### config.mk
export PLATFORM = sky130hd
export DESIGN_NAME = viterbi_seq_ctrl
export DESIGN_NICKNAME = d
export VERILOG_FILES = /design/src/rtl/viterbi_seq_ctrl.sv
export SDC_FILE = /design/constraint.sdc
export NUM_CORES = 1
export LEC_CHECK = 0
export CAP_MARGIN = 20
export CORE_MARGIN = 2
export CORE_UTILIZATION = 53
export CTS_BUF_LIST = sky130_fd_sc_hd__clkbuf_8 sky130_fd_sc_hd__clkbuf_16
export DETAILED_ROUTE_END_ITERATION = 10
export PLACE_DENSITY = 0.75
export SLEW_MARGIN = 40
export SYNTH_ARGS = -nofsm -noshare
export SYNTH_HDL_FRONTEND = slang
export SYNTH_SLANG_ARGS = --single-unit
### constraint.sdc
create_clock -name clk -period 2.9 [get_ports clk]
set_clock_uncertainty 0.2 [all_clocks]
set_input_delay 0.29 -clock clk [delete_from_list [all_inputs] [get_ports clk]]
set_output_delay 0.29 -clock clk [all_outputs]
set_load 0.02 [all_outputs]
### src/rtl/viterbi_seq_ctrl.sv
// Viterbi decoder sequencing controller: walks a frame through encode or
// branch-metric/ACS/trellis-fill/traceback/flush phases and drives stage enables.
`ifndef DECODE_MODE
`define DECODE_MODE 1'b1
`endif

module viterbi_seq_ctrl #(
  parameter int TB_DEPTH    = 16,
  parameter int BM_PRECALC  = 4,
  parameter int FRAME_LEN_W = 16
) (
  input  logic                   clk,
  input  logic                   rst,
  input  logic                   en,
  input  logic                   i_mode_sel,
  input  logic                   i_start,
  input  logic [FRAME_LEN_W-1:0] i_frame_len,
  input  logic                   i_out_ready,
  output logic                   o_en_ce,
  output logic                   o_en_s,
  output logic                   o_en_bm,
  output logic                   o_en_acs,
  output logic                   o_en_td,
  output logic                   o_en_t,
  output logic                   o_busy,
  output logic                   o_done
);

  localparam logic [3:0] S_IDLE   = 4'd0;
  localparam logic [3:0] S_ENC    = 4'd1;
  localparam logic [3:0] S_BM_PRE = 4'd2;
  localparam logic [3:0] S_LOAD   = 4'd3;
  localparam logic [3:0] S_ACS    = 4'd4;
  localparam logic [3:0] S_FILL   = 4'd5;
  localparam logic [3:0] S_TRACE  = 4'd6;
  localparam logic [3:0] S_FLUSH  = 4'd7;
  localparam logic [3:0] S_DONE   = 4'd8;

  localparam int DEP_W = $clog2(TB_DEPTH + 1);
  localparam int PRE_W = $clog2(BM_PRECALC + 1);
  localparam logic [DEP_W-1:0] DEP_FULL = DEP_W'(TB_DEPTH);
  localparam logic [PRE_W-1:0] PRE_LAST = PRE_W'(BM_PRECALC - 1);

  logic [3:0]             state_q, state_d;
  logic [PRE_W-1:0]       pre_cnt_q, pre_cnt_d;
  logic [FRAME_LEN_W-1:0] sym_cnt_q, sym_cnt_d;
  logic [DEP_W-1:0]       dep_cnt_q, dep_cnt_d;
  logic [FRAME_LEN_W-1:0] len_q, len_d;

  logic [FRAME_LEN_W-1:0] sym_inc;
  logic [DEP_W-1:0]       dep_inc;
  logic                   last_sym;

  assign sym_inc  = sym_cnt_q + 1'b1;
  assign dep_inc  = dep_cnt_q + 1'b1;
  assign last_sym = (sym_inc == len_q);

  always_comb begin
    // NOTE: every always_comb output gets a default first so no path infers a latch.
    state_d   = state_q;
    pre_cnt_d = pre_cnt_q;
    sym_cnt_d = sym_cnt_q;
    dep_cnt_d = dep_cnt_q;
    len_d     = len_q;
    if (en) begin
      case (state_q)
        S_IDLE: begin
          if (i_start && (i_frame_len != '0)) begin
            len_d     = i_frame_len;
            pre_cnt_d = '0;
            sym_cnt_d = '0;
            dep_cnt_d = '0;
            state_d   = (i_mode_sel == `DECODE_MODE) ? S_BM_PRE : S_ENC;
          end
        end
        S_ENC: begin
          sym_cnt_d = sym_inc;
          if (last_sym) state_d = S_DONE;
        end
        S_BM_PRE: begin
          pre_cnt_d = pre_cnt_q + 1'b1;
          if (pre_cnt_q == PRE_LAST) state_d = S_LOAD;
        end
        S_LOAD: state_d = S_ACS;
        S_ACS:  state_d = S_FILL;
        S_FILL: begin
          sym_cnt_d = sym_inc;
          dep_cnt_d = dep_inc;
          // End of frame wins over a full trellis: short frames go straight to flush.
          if (last_sym)                  state_d = S_FLUSH;
          else if (dep_inc == DEP_FULL)  state_d = S_TRACE;
        end
        S_TRACE: begin
          if (i_out_ready) begin
            sym_cnt_d = sym_inc;
            if (last_sym) begin
              state_d   = S_FLUSH;
              dep_cnt_d = DEP_FULL;
            end
          end
        end
        S_FLUSH: begin
          if (i_out_ready) begin
            dep_cnt_d = dep_cnt_q - 1'b1;
            if (dep_cnt_q <= DEP_W'(1)) state_d = S_DONE;
          end
        end
        S_DONE:  state_d = S_IDLE;
        default: state_d = S_IDLE;
      endcase
    end
  end

  // NOTE: sequential state uses non-blocking assignments so all flops update together.
  always_ff @(posedge clk or posedge rst) begin
    if (rst) begin
      state_q   <= S_IDLE;
      pre_cnt_q <= '0;
      sym_cnt_q <= '0;
      dep_cnt_q <= '0;
      len_q     <= '0;
    end else begin
      state_q   <= state_d;
      pre_cnt_q <= pre_cnt_d;
      sym_cnt_q <= sym_cnt_d;
      dep_cnt_q <= dep_cnt_d;
      len_q     <= len_d;
    end
  end

  always_comb begin
    o_en_ce  = 1'b0;
    o_en_s   = 1'b0;
    o_en_bm  = 1'b0;
    o_en_acs = 1'b0;
    o_en_td  = 1'b0;
    o_en_t   = 1'b0;
    o_busy   = 1'b0;
    o_done   = 1'b0;
    if (en) begin
      case (state_q)
        S_ENC: begin
          o_busy  = 1'b1;
          o_en_ce = 1'b1;
        end
        S_BM_PRE: begin
          o_busy  = 1'b1;
          o_en_ce = 1'b1;
          o_en_bm = 1'b1;
        end
        S_LOAD: begin
          o_busy  = 1'b1;
          o_en_ce = 1'b1;
          o_en_s  = 1'b1;
          o_en_bm = 1'b1;
        end
        S_ACS: begin
          o_busy   = 1'b1;
          o_en_ce  = 1'b1;
          o_en_s   = 1'b1;
          o_en_bm  = 1'b1;
          o_en_acs = 1'b1;
        end
        S_FILL: begin
          o_busy   = 1'b1;
          o_en_ce  = 1'b1;
          o_en_s   = 1'b1;
          o_en_bm  = 1'b1;
          o_en_acs = 1'b1;
          o_en_td  = 1'b1;
        end
        S_TRACE: begin
          // A downstream stall keeps only the encoder and branch metrics running.
          o_busy   = 1'b1;
          o_en_ce  = 1'b1;
          o_en_bm  = 1'b1;
          o_en_s   = i_out_ready;
          o_en_acs = i_out_ready;
          o_en_td  = i_out_ready;
          o_en_t   = i_out_ready;
        end
        S_FLUSH: begin
          o_busy = 1'b1;
          o_en_t = i_out_ready;
        end
        S_DONE: begin
          o_busy = 1'b1;
          o_done = 1'b1;
        end
        default: ;
      endcase
    end
  end

endmodule

# Word-level counts from Yosys, hierarchy flattened
# Index checks and enable logic that the tools add are counted.
# W data, S select, Z words.
dict set report totals {
  regBits 44
  in_bits 22
  output_inout_bits 8
}
dict set report op_classes {
  addsub 4
  magnitude_cmp 1
  eq_ne 19
  mux 37
  n_reduce_logical 18
}
# operator count
set ops {}
lappend ops {{$pmux W16 S3} 1}
lappend ops {{$mux W4} 9}
lappend ops {{$mux W16} 2}
lappend ops {{$pmux W4 S8} 1}
lappend ops {{$mux W5} 4}
lappend ops {{$pmux W5 S4} 1}
lappend ops {{$add A16 B1 Y16 const B} 1}
lappend ops {{$eq A16 B16 Y1} 1}
lappend ops {{$eq A4 B3 Y1 const B} 4}
lappend ops {{$reduce_bool A16 Y1} 1}
lappend ops {{$ne A2 B2 Y1 const B} 7}
lappend ops {{$mux W1} 13}
lappend ops {{$reduce_and A9 Y1} 1}
lappend ops {{$eq A4 B2 Y1 const B} 2}
lappend ops {{$reduce_or A8 Y1} 1}
lappend ops {{$pmux W1 S2} 3}
lappend ops {{$pmux W3 S2} 1}
lappend ops {{$reduce_and A3 Y1} 2}
lappend ops {{$reduce_and A6 Y1} 1}
lappend ops {{$reduce_or A2 Y1} 3}
lappend ops {{$reduce_or A6 Y1} 1}
lappend ops {{$add A5 B1 Y5 const B} 1}
lappend ops {{$eq A5 B5 Y1 const B} 1}
lappend ops {{$le A5 B1 Y1 const B} 1}
lappend ops {{16 further kinds} 16}

# Logic depth before layout (Yosys ltp)
dict set report depth {
  word_depth 5
  mapped_depth 10
  mapped_depth_nobuf 8
}

# Least setup slack after synthesis
# Ideal clock, no wire load.
dict set report synth_timing {
  kind {register to register}
  start {register sym_cnt_q[3]}
  end {register dep_cnt_q[2]}
  t_arrival_ns 2.349
  setup_slack_ns 0.225
  path_stages_with_launch 10
  synth_period_minus_slack_ns 2.675
  path_cell_list {dfrtp_1 -> buf_4 -> nand4_2 -> nor4_1 -> mux2_2 -> a2111oi_0 -> and4_1 -> buf_6 -> a21oi_1 -> o32a_1}
}
dict set report synth_via {
  elab_chain_cells 4
}
# element line
set synth_rtl {}
lappend synth_rtl {{start, declared} 46} ;# logic [FRAME_LEN_W-1:0] sym_cnt_q, sym_cnt_d;
lappend synth_rtl {{start signal, assigned} 125} ;# sym_cnt_q <= sym_cnt_d;
lappend synth_rtl {{$add A16 B1 Y16} 54} ;# assign sym_inc = sym_cnt_q + 1'b1;
lappend synth_rtl {{$eq A16 B16 Y1} 56} ;# assign last_sym = (sym_inc == len_q);
lappend synth_rtl {{$ne A2 B2 Y1 (no source line)} --}
lappend synth_rtl {{$reduce_and A6 Y1 (no source line)} --}
lappend synth_rtl {{end signal, assigned} 126} ;# dep_cnt_q <= dep_cnt_d;
lappend synth_rtl {{end, declared} 47} ;# logic [DEP_W-1:0] dep_cnt_q, dep_cnt_d;
# Every way passes these cells.
# A chain may end at the register's enable or synchronous reset.

# Worst setup path after layout
dict set report layout_timing {
  start {register sym_cnt_q[1]}
  end {register state_q[0]}
}
dict set report layout_via {
  elab_chain_cells 4
  elab_cells_between_ends 8
}
# element line
set layout_rtl {}
lappend layout_rtl {{$add A16 B1 Y16 (*)} 54}
lappend layout_rtl {{$eq A16 B16 Y1 (*)} 56}
lappend layout_rtl {{$ne A3 B3 Y1 (no source line), or another cell as far along} --}
lappend layout_rtl {{$reduce_and A9 Y1 (no source line) / $pmux W4 S8 (equally long branches)} --}
lappend layout_rtl {{end signal, assigned} 123} ;# state_q <= state_d;
lappend layout_rtl {{end, declared} 44} ;# logic [3:0] state_q, state_d;
# Mark *: on every way between the ends. The rest lies on a longest branch, timed or not.

==> metrics.txt <==
# TYPE chip_impl_metric gauge
chip_impl_info{name="postSynth.topFlopCell",value="dfrtp_1"} 1
chip_impl_metric{name="final.period_utilization",unit="%"} 95.5
chip_impl_metric{name="setup_ws",unit="ns"} 0.129
chip_impl_info{name="yosys.cell_count.top_type",value="dfrtp_1"} 1
chip_impl_metric{name="clock_tree.htree_level_count",unit=""} 2
chip_impl_metric{name="clk_transition_reported_paths",unit="ns"} 0.10
chip_impl_metric{name="yosys.area.top_type_share",unit="%"} 34.4
chip_impl_metric{name="critPathArrivalTime",unit="ns"} 2.78
chip_impl_metric{name="slew_viol_final",unit=""} 0
chip_impl_metric{name="routabilityCongestion",unit=""} 0.911
chip_impl_metric{name="tightest_slew",unit="ns"} 0.696
chip_impl_metric{name="design.core.area",unit="mm2"} 0.00589
chip_impl_metric{name="multi_input_area",unit="mm2"} 0.00195
chip_impl_info{name="reg2reg_start",value="sym_cnt_q[1]"} 1
chip_impl_metric{name="hold_violations",unit=""} 0
chip_impl_metric{name="drt-initial-drc-count",unit=""} 240
chip_impl_metric{name="timing.critical_path.fanout_max",unit=""} 5
chip_impl_info{name="timing.rr.end",value="state_q[0]"} 1
chip_impl_metric{name="report.final.setup_viol",unit=""} 0
chip_impl_metric{name="register_to_register_path_depth",unit=""} 10
chip_impl_metric{name="ir_worst_vdd",unit="V"} 0.000593
chip_impl_metric{name="synthDistinctLibCells",unit=""} 63
chip_impl_metric{name="diodes",unit=""} 0
chip_impl_metric{name="critical_path.n_buffers_inverters",unit=""} 3
chip_impl_metric{name="post_drt_via_cell_ratio",unit=""} 6.09
chip_impl_metric{name="synthesis.area",unit="mm2"} 0.00320
chip_impl_info{name="critical_path_class",value="flip-flop to flip-flop"} 1
chip_impl_metric{name="clk_path_buf_depth",unit=""} 2
chip_impl_metric{name="numClockSinks",unit=""} 44
chip_impl_info{name="timing.critical_path.cells",value="nand3_1 -> nor4_1 -> buf_4 -> mux2_2 -> a2111oi_2 -> and4_1 -> buf_4 -> buf_4 -> a41oi_1 -> mux2i_1"} 1
chip_impl_metric{name="design_area",unit="mm2"} 0.00394
chip_impl_info{name="synth_top_area_cell",value="dfrtp_1"} 1
chip_impl_metric{name="finalNetCount",unit=""} 462
chip_impl_metric{name="synth-seq-area-share",unit="%"} 34.4
chip_impl_info{name="timing.critical_path.max_delay_family",value="simple AND/OR/NAND/NOR gates"} 1
chip_impl_info{name="critical_path_sink_type",value="flip-flop"} 1
chip_impl_metric{name="worst_path_largest_cell_delay",unit="ns"} 0.42
chip_impl_metric{name="ctsHoldBuffers",unit=""} 0
chip_impl_metric{name="drive_above_1_share",unit="%"} 18.7
chip_impl_metric{name="ys_seq_elements",unit=""} 44
chip_impl_metric{name="post-dp-hpwl",unit="um"} 6170
chip_impl_info{name="crit_top_cell",value="buf_4"} 1
chip_impl_metric{name="syn2layout_area_growth",unit="%"} 22.8
chip_impl_metric{name="first_pass_grt_wire_length",unit="um"} 13900
chip_impl_metric{name="initial_core_util",unit="%"} 54.4
chip_impl_metric{name="reg2reg_slack",unit="ns"} 0.13
chip_impl_metric{name="synth_enable_flop_cells",unit=""} 0
chip_impl_metric{name="vias",unit=""} 3102
chip_impl_metric{name="hold-worst-slack",unit="ns"} 0.228
chip_impl_metric{name="global_route.overflow_total",unit=""} 0
chip_impl_metric{name="fmax",unit="MHz"} 361
chip_impl_metric{name="drt_drc",unit=""} 0
chip_impl_info{name="setup.worst_path.start_class",value="flip-flop"} 1
chip_impl_metric{name="num_io_pins",unit=""} 30
chip_impl_metric{name="max_cap_viol_count",unit=""} 0
chip_impl_metric{name="die_x",unit="um"} 81.8
chip_impl_metric{name="ff_latch_area",unit="mm2"} 0.00110
chip_impl_metric{name="syn-mean-instance-area",unit="um2"} 8.48
chip_impl_metric{name="power-per-cell-area",unit="mW/mm2"} 829
chip_impl_metric{name="totalPowerFinal",unit="mW"} 3.26
chip_impl_info{name="cts_tree",value="built"} 1
chip_impl_metric{name="grt_start_max_net_pins",unit=""} 45
chip_impl_metric{name="grt_pass1_vias",unit=""} 2950
chip_impl_info{name="crit_path_top_delay_cell",value="dfrtp_1"} 1
chip_impl_metric{name="cts_buffers",unit=""} 5
chip_impl_metric{name="die_height",unit="um"} 81.8
chip_impl_metric{name="crit_required",unit="ns"} 2.91
chip_impl_metric{name="antenna_found_initial",unit=""} 0
chip_impl_metric{name="routed_wire_length_per_instance",unit="um"} 16.5
chip_impl_metric{name="max-slew-margin-rel",unit="%"} 53.6
chip_impl_metric{name="die-area",unit="mm2"} 0.00668
chip_impl_metric{name="postRouteWirelength",unit="um"} 8380
chip_impl_info{name="clockRootBuffer",value="clkbuf_8"} 1
chip_impl_metric{name="synth.yosys.warnings",unit=""} 0
chip_impl_metric{name="shortest_clock_period_the_worst_path_allows_after_layout",unit="ns"} 2.77
chip_impl_metric{name="place.port_buffers",unit=""} 29
chip_impl_metric{name="cell_count_after_synthesis",unit=""} 378
chip_impl_info{name="outcome",value="finished, final reports clean"} 1
chip_impl_metric{name="p_leak",unit="nW"} 1.63
chip_impl_metric{name="core.rowCount",unit=""} 28
chip_impl_info{name="yosys-top-cells-area",value="dfrtp_1 (34%), mux2_2 (5.6%), o21ai_0 (5.5%), nand2_1 (4.3%), xnor2_1 (4.1%)"} 1
chip_impl_metric{name="track_usage",unit="%"} 26.9
chip_impl_metric{name="place_area",unit="mm2"} 0.00380
chip_impl_metric{name="worst_skew_pair.late_latency",unit="ns"} 0.30
chip_impl_metric{name="number_of_optimization_iterations_in_the_first_detailed_route_pass",unit=""} 4
chip_impl_metric{name="synth.net_count",unit=""} 407
chip_impl_info{name="synth_commonest_cells",value="dfrtp_1 (44), nand2_1 (37), o21ai_0 (35)"} 1
chip_impl_metric{name="postSynth.asyncResetShare",unit="%"} 100
chip_impl_metric{name="filler_cell_count",unit=""} 501
chip_impl_info{name="worst_hold_path_type",value="input port to asynchronous set/reset pin"} 1
chip_impl_metric{name="antenna_left",unit=""} 0
chip_impl_metric{name="preCtsSetupSlack",unit="ns"} -0.0866
## cell type report
type,instances,share of cell area (%)
timing repair buffer,73,16.1
multi-input combinational,292,49.5
tap,75,2.38
clock inverter,2,0.286
clock buffer,6,2.10
sequential,44,28.0
inverter,17,1.62
## worst min-delay path, delay by kind of cell
kind / cells / cell delay (ns)
buffers and inverters: 3 / 0.90
## how the worst max path moves through the flow
stage                   start            to  slack [ns]  cells after the start
6_report         sym_cnt_q[1]    state_q[0]        0.13                     10
5_1_grt          sym_cnt_q[1]    state_q[0]      -0.004                     10
4_1_cts          sym_cnt_q[0]    state_q[0]        0.03                     10
3_5_place_dp   i_frame_len[2]        o_en_t       -0.09                      8
3_3_place_gp   i_frame_len[2]        o_en_t        -0.1                      8
2_1_floorplan    sym_cnt_q[3]  dep_cnt_q[2]        0.23                      9
## layer usage
| layer | global-route usage [%] | wire length [um] | vias to the layer above |
|---|---|---|---|
| met3 | 3.52 | 353 | 19 |
| met5 | 0 | 0 | - |
| met2 | 46.4 | 4230 | 86 |
| met1 | 34.4 | 3590 | 1514 |
| met4 | 10.0 | 201 | 0 |
| li1 | - | - | 1483 |
## kinds of logic after synthesis
group	share of synthesized area, %
AOI/OAI and AO/OA	21.5
xor gates and xnor gates	6.01
adders and majority gates	2.73
buffers and inverters	5.86
DFF	34.4
muxes	6.25
and+or+nand+nor	23.3
## report_power, final
part | switching [mW] | internal [mW] | total [mW]
combinational | 0.958 | 0.841 | 1.80
clock | 0.215 | 0.190 | 0.406
sequential | 0.243 | 0.813 | 1.06
## registers in the layout, indices dropped and copies added (netlist names)
name       cells
len_q         16
state_q        4
dep_cnt_q      5
sym_cnt_q     16
pre_cnt_q      3
## through the flow
step | instances | setup TNS [ns] | util [%]
global route | 509 | -0.00382 | 66.9
detailed placement | 500 | -0.0866 | 64.6
CTS | 508 | 0 | 66.5
finish | 509 | 0 | 66.9
floorplan | 378 | 0 | -
global placement | 500 | -0.0966 | 64.6
## repair_timing
item | CTS | global route
endpoints found under the setup margin | 1 | 8
setup buffers | 0 | 1
cloned | 0 | 0
pin swaps | 0 | 1
gates resized for setup | 3 | 5
## placed cells by master, fill, tap and decap left out, drive strengths merged, types with 3 or more instances in the layout
cell and n:
nor3b 4, a21oi 15, nand4 7, and3 4
nand2b 8, nor2 32, nor4 8, o31ai 6
dfrtp 44, o211ai 3, buf 44, mux2 16
clkbuf 6, and2 6, nand3 12, o22ai 6
o21ai 35, xor2 7, ha 7, nand2 37
o41ai 4, inv 17, nor2b 7, a31oi 6
clkdlybuf4s50 28, xnor2 15, nor3 9
No activity file was read; power rests on OpenSTA's default activity.
